$ cat src/rtl/crc16_frame_ctrl.sv
// ----------------------------------------------------------------------------
// crc16_frame_ctrl
//
// Frame-level sequencer around a byte-wide CRC-16 engine
// (x^16 + x^12 + x^5 + 1, MSB-first, non-reflected, no final XOR).
// Upstream bytes are forwarded downstream through one output register stage.
// In generate mode the 2-byte CRC (high byte first) is appended to the frame.
// In check mode the frame already carries its trailer, and the residue is
// reported.
//
// Ports
//   clk       system clock, rising edge
//   rst       asynchronous active-low reset
//   mode      0 = generate, 1 = check; sampled on the first byte of a frame
//   s_valid   upstream byte valid
//   s_ready   upstream byte accepted when s_valid && s_ready
//   s_data    upstream byte
//   s_last    final byte of the upstream frame
//   m_valid   downstream byte valid
//   m_ready   downstream ready
//   m_data    downstream byte
//   m_last    final downstream byte of the frame
//   crc_out   final CRC of the last completed frame, held until next crc_done
//   crc_done  one-cycle pulse, the frame CRC is final
//   crc_err   valid with crc_done; check mode: residue != 0
//   busy      high whenever the sequencer is not idle
//
// State table
//   state  | meaning
//   IDLE   | waiting for the first byte of a frame
//   DATA   | mid-frame, forwarding payload bytes
//   CRC_HI | generate mode: emitting CRC high byte
//   CRC_LO | generate mode: emitting CRC low byte (carries m_last)
//   STAT   | check mode: one-cycle turnaround, CRC register reseeded
// ----------------------------------------------------------------------------
module crc16_frame_ctrl #(
    parameter logic [15:0] SEED      = 16'hFFFF,
    parameter int          DATAWIDTH = 8
) (
    input  logic                 clk,
    input  logic                 rst,
    input  logic                 mode,
    input  logic                 s_valid,
    output logic                 s_ready,
    input  logic [DATAWIDTH-1:0] s_data,
    input  logic                 s_last,
    output logic                 m_valid,
    input  logic                 m_ready,
    output logic [DATAWIDTH-1:0] m_data,
    output logic                 m_last,
    output logic [15:0]          crc_out,
    output logic                 crc_done,
    output logic                 crc_err,
    output logic                 busy
);

    typedef enum logic [2:0] {
        IDLE   = 3'd0,
        DATA   = 3'd1,
        CRC_HI = 3'd2,
        CRC_LO = 3'd3,
        STAT   = 3'd4
    } state_t;

    state_t                 state_q, state_d;
    logic [15:0]            lfsr_q, lfsr_d;
    logic                   mode_q, mode_d;
    logic                   m_valid_q, m_valid_d;
    logic [DATAWIDTH-1:0]   m_data_q, m_data_d;
    logic                   m_last_q, m_last_d;
    logic [15:0]            crc_out_q, crc_out_d;
    logic                   crc_done_q, crc_done_d;
    logic                   crc_err_q, crc_err_d;

    logic                   out_free;
    logic                   accept;
    logic                   mode_eff;
    logic [15:0]            crc_next;

    // All bit-steps of one byte applied in a single cycle.
    function automatic logic [15:0] crc_step(input logic [15:0]          c,
                                             input logic [DATAWIDTH-1:0] d);
        logic [15:0] r;
        logic        fb;
        r = c;
        for (int i = DATAWIDTH - 1; i >= 0; i--) begin
            fb = d[i] ^ r[15];
            r  = {r[14:0], 1'b0} ^ (fb ? 16'h1021 : 16'h0000);
        end
        return r;
    endfunction

    assign out_free = !m_valid_q || m_ready;
    assign s_ready  = ((state_q == IDLE) || (state_q == DATA)) && out_free;
    assign accept   = s_valid && s_ready;

    // The first byte of a frame uses the live mode input and starts from SEED,
    // so a single-byte frame is decided in the same cycle it is accepted.
    assign mode_eff = (state_q == IDLE) ? mode : mode_q;
    assign crc_next = crc_step((state_q == IDLE) ? SEED : lfsr_q, s_data);

    always_comb begin
        state_d    = state_q;
        lfsr_d     = lfsr_q;
        mode_d     = mode_q;
        m_valid_d  = m_valid_q;
        m_data_d   = m_data_q;
        m_last_d   = m_last_q;
        crc_out_d  = crc_out_q;
        crc_done_d = 1'b0;
        crc_err_d  = crc_err_q;

        // A free output register drains unless something reloads it below.
        if (out_free) begin
            m_valid_d = 1'b0;
        end

        case (state_q)
            IDLE, DATA: begin
                if (accept) begin
                    m_valid_d = 1'b1;
                    m_data_d  = s_data;
                    lfsr_d    = crc_next;
                    if (state_q == IDLE) begin
                        mode_d = mode;
                    end
                    if (s_last) begin
                        m_last_d   = mode_eff;
                        crc_done_d = 1'b1;
                        crc_out_d  = crc_next;
                        crc_err_d  = mode_eff && (crc_next != 16'h0000);
                        state_d    = mode_eff ? STAT : CRC_HI;
                    end else begin
                        m_last_d = 1'b0;
                        state_d  = DATA;
                    end
                end
            end
            CRC_HI: begin
                if (out_free) begin
                    m_valid_d = 1'b1;
                    m_data_d  = lfsr_q[15 -: DATAWIDTH];
                    m_last_d  = 1'b0;
                    state_d   = CRC_LO;
                end
            end
            CRC_LO: begin
                if (out_free) begin
                    m_valid_d = 1'b1;
                    m_data_d  = lfsr_q[DATAWIDTH-1:0];
                    m_last_d  = 1'b1;
                    lfsr_d    = SEED;
                    state_d   = IDLE;
                end
            end
            STAT: begin
                lfsr_d  = SEED;
                state_d = IDLE;
            end
            default: begin
                state_d = IDLE;
            end
        endcase
    end

    always_ff @(posedge clk or negedge rst) begin
        if (!rst) begin
            state_q    <= IDLE;
            lfsr_q     <= SEED;
            mode_q     <= 1'b0;
            m_valid_q  <= 1'b0;
            m_data_q   <= '0;
            m_last_q   <= 1'b0;
            crc_out_q  <= 16'h0000;
            crc_done_q <= 1'b0;
            crc_err_q  <= 1'b0;
        end else begin
            state_q    <= state_d;
            lfsr_q     <= lfsr_d;
            mode_q     <= mode_d;
            m_valid_q  <= m_valid_d;
            m_data_q   <= m_data_d;
            m_last_q   <= m_last_d;
            crc_out_q  <= crc_out_d;
            crc_done_q <= crc_done_d;
            crc_err_q  <= crc_err_d;
        end
    end

    assign m_valid  = m_valid_q;
    assign m_data   = m_data_q;
    assign m_last   = m_last_q;
    assign crc_out  = crc_out_q;
    assign crc_done = crc_done_q;
    assign crc_err  = crc_err_q;
    assign busy     = (state_q != IDLE);

endmodule

$ cat config.mk
export PLATFORM = sky130hd
export DESIGN_NAME = crc16_frame_ctrl
export DESIGN_NICKNAME = d
export VERILOG_FILES = /design/src/rtl/crc16_frame_ctrl.sv
export SDC_FILE = /design/constraint.sdc
export NUM_CORES = 1
export LEC_CHECK = 0
export CAP_MARGIN = 20
export CORE_MARGIN = 1
export CORE_UTILIZATION = 50
export CTS_CLUSTER_DIAMETER = 80
export DETAILED_ROUTE_END_ITERATION = 12
export MAX_ROUTING_LAYER = met4
export PLACE_DENSITY = 0.77
export SYNTH_ARGS = -nofsm -noshare
export SYNTH_HDL_FRONTEND = slang
export SYNTH_SLANG_ARGS = --single-unit
$ cat constraint.sdc
create_clock -name clk -period 5.37 [get_ports clk]
set_input_delay 0.8055 -clock clk [delete_from_list [all_inputs] [get_ports clk]]
set_output_delay 0.8055 -clock clk [all_outputs]
set_load 0.03 [all_outputs]
==> summary.md <==
| Metric | Value |
|---|---|
| Post-Synth Simple-Gate Area | `0.167` |
| Clock Skew | `8.82 ps` |
| Share of layout cells above drive strength 1 | `0.126` |
| Critical path class | `reg -> out` |
| Mapped Area | `2650 sq um` |
| Total die area | `5590 sq um` |
| Commonest non-fill, non-tap cells in the layout | `nand2_1, clkdlybuf4s50_1, dfrtp_1` |
| Clk root buf | `clkbuf_8` |
| Share of synthesized cell area in full adder, half adder and majority cells | `0` |
| Compound-gate portion of the synthesized area | `0.133` |
| #FFs+latches synth | `48` |
| Crit end category | `primary output` |
| # DRC | `1` |
| Syn Nets | `300` |
| 1st-pass router iterations | `8` |
| Grt ovf | `0` |
| CTS tree | `done` |
| Final TNS setup | `0 ps` |
| Commonest non-fill, non-tap cell in the layout | `nand2_1` |
| Clock period minus final worst setup slack | `3290 ps` |
| Post-synth top area cell | `dfrtp_1` |
| CTS clk-pin slew, worst paths | `90 ps` |
| Final slew viol count | `0` |
| Post-Route Utilization | `0.627` |
| Placer Congestion | `0.906` |
| Setup slack, reg-to-reg | `2840 ps` |
| DP Wirelength | `about 4.2 mm` |
| Worst R2R End | `crc_err` |
| Netlist cell types | `37` |
| Row Count | `26` |
| Die Span Y | `74.8 microns` |
| Worst IR Drop VDD | `334 uV` |
| Worst-Skew Late Latency | `310 ps` |
| Synthesized instance count | `286` |
| Area contributors post-synth | `dfrtp_1, dfstp_2, xnor2_1` |
| Clock Path Buffers | `2` |
| CTS H-tree lvls | `2` |
| Ant diodes | `0` |
| Final Cycle Share | `0.613` |
| Hold WC Path Type | `in -> async` |
| CTS Hold Bufs | `0` |
| DRT Wirelength | `5.86 mm` |
| Mux cell area share after synthesis | `0.0302` |
| Die W | `roughly 75 microns` |
| Final hold slack | `373 ps` |
| FF-to-FF Start | `state_q[2]` |
| Status | `finished, violations left` |
| Violated checks | `design-rule violations` |
| Post-DRT Antenna Nets | `0` |
| Max Freq | `304 MHz` |
| Port bufs | `43` |
| Hold Violations, Final | `0` |
| Initial Util | `0.518` |
| Synth Warn # | `0` |
| Sequential share of the synthesized area | `0.461` |
| Post-Synth XOR/XNOR Area | `0.161` |
| Via Count | `between 2000 and 2500` |
| Vias in the first global route | `~1900` |
| Initial DRC Count | `between 100 and 150` |
| Avg Inst Size Synth | `between 9 and 10 sq um` |
| P_leak | `1.32 nW` |
| Prevailing post-synth register cell | `dfrtp_1` |
| Cts bufs inserted | `5` |
| Total Routing Usage GR | `0.236` |
| Area growth, synth to finish | `20.9%` |
| Critical Path RT | `4560 ps` |
| Final #Nets | `330` |
| PwrDens | `739 nW/um^2` |
| Slew @ Worst Pin | `1020 ps` |
| WL/cell | `15.1 microns` |
| Crit path DAT | `2480 ps` |
| First-pass GRT wire length | `9.34 mm` |
| Rel. slew slack | `0.317` |
| Pin count of the biggest net entering global routing | `49` |
| Largest family of logic cells by synthesized area | `simple AND/OR/NAND/NOR gates` |
| Resized Gates After CTS | `0` |
| Crit-path max FO | `17` |
| IO Pins | `between 40 and 50` |
| Share of synthesized flip-flops with an asynchronous set or reset | `1.00` |
| Max Cap Viol | `0` |
| Fillers | `470` |
| RSZ-0062 raised after global routing | `false` |
| R2R depth | `7` |
| Vias per cell | `5.21` |
| Final setup fails | `0` |
| Initial antenna violation count | `0` |
| Core Area | `5110 sq um` |
| Area share of the largest cell type after synthesis | `0.302` |
| EDFF count, synth | `0` |
| CP Launch Type | `flip-flop` |
| Setup Fix Bufs, Post-CTS | `0` |
| Clk sinks | `48` |
-- registers in the layout (all words and copies together), names as in the netlist --
| register | count |
|---|---|
| crc_done | 1 |
| m_last | 1 |
| state_q | 3 |
| m_valid | 1 |
| crc_err | 1 |
| crc_out | 16 |
| m_data | 8 |
| mode_q | 1 |
| lfsr_q | 16 |
-- stage by stage --
stage	worst slack (ps)	cells	instance area, sq um	total power [mW]
floorplan	3070	286	2650	1.70
global placement	2160	378	3070	2.07
detailed placement	2040	378	3070	2.10
CTS	2070	386	3180	2.38
global route	1920	387	3200	2.54
finish	2080	387	3200	2.37
-- cell usage after synthesis (2+ instances only) --
cell and instances:
xnor2_2 3, o21ai_0 27, nor3_1 3, or3_1 2, dfstp_2 16, xnor2_4 2
o22a_1 9, a21oi_1 16, nor2b_1 2, dfrtp_1 32, nand2_1 60, xor2_2 2
buf_2 6, mux2i_1 8, inv_2 2, nor2_1 24, clkbuf_1 13, inv_1 5
nor4_1 2, xor2_1 6, nand3_1 4, xnor2_1 27
-- worst max-delay path: stages, from the launching register on --
cell and delay, ps:
dfrtp_1 630, nor3_4 740, inv_2 160, clkdlybuf4s50_1 640
-- layout make-up --
class | instances | area (sq um) | area share
clock buffer | 5 | 68.8 | 0.0215
clock inverter | 3 | 46.3 | 0.0145
inverter | 7 | 26.3 | 0.00821
multi-input combinational | 209 | 1300 | 0.406
sequential | 48 | 1220 | 0.381
tap | 70 | 87.6 | 0.0274
timing repair buffer | 45 | 453 | 0.141
-- power breakdown --
group | switching (mW) | internal [mW]
logic | 0.780 | 0.566
clock network | 0.130 | 0.140
registers | 0.175 | 0.573
total | 1.08 | 1.28
-- how the worst max path moves through the flow --
stage / start / end / slack, ps / cells after the start
2_1_floorplan: m_ready / crc_err / 3070 / 8
3_3_place_gp: m_ready / crc_err / 2160 / 9
3_5_place_dp: m_ready / crc_err / 2040 / 9
4_1_cts: state_q[0] / busy / 2070 / 3
5_1_grt: state_q[0] / busy / 1920 / 3
6_report: state_q[0] / busy / 2080 / 3
-- cell families after synthesis --
logic type,count (synthesis)
simple gates,102
compound gates,59
flops,48
xor+xnor,40
buf+inv,29
mux,8
-- per-layer routing --
layer	part of all wire	track usage	vias up
met3	0.040	0.0428	9
met5	0	-	-
met2	0.47	0.380	55
li1	-	-	996
met1	0.47	0.305	955
met4	0.014	0.0692	0
Note: power is estimated with default switching activity, not from simulation.
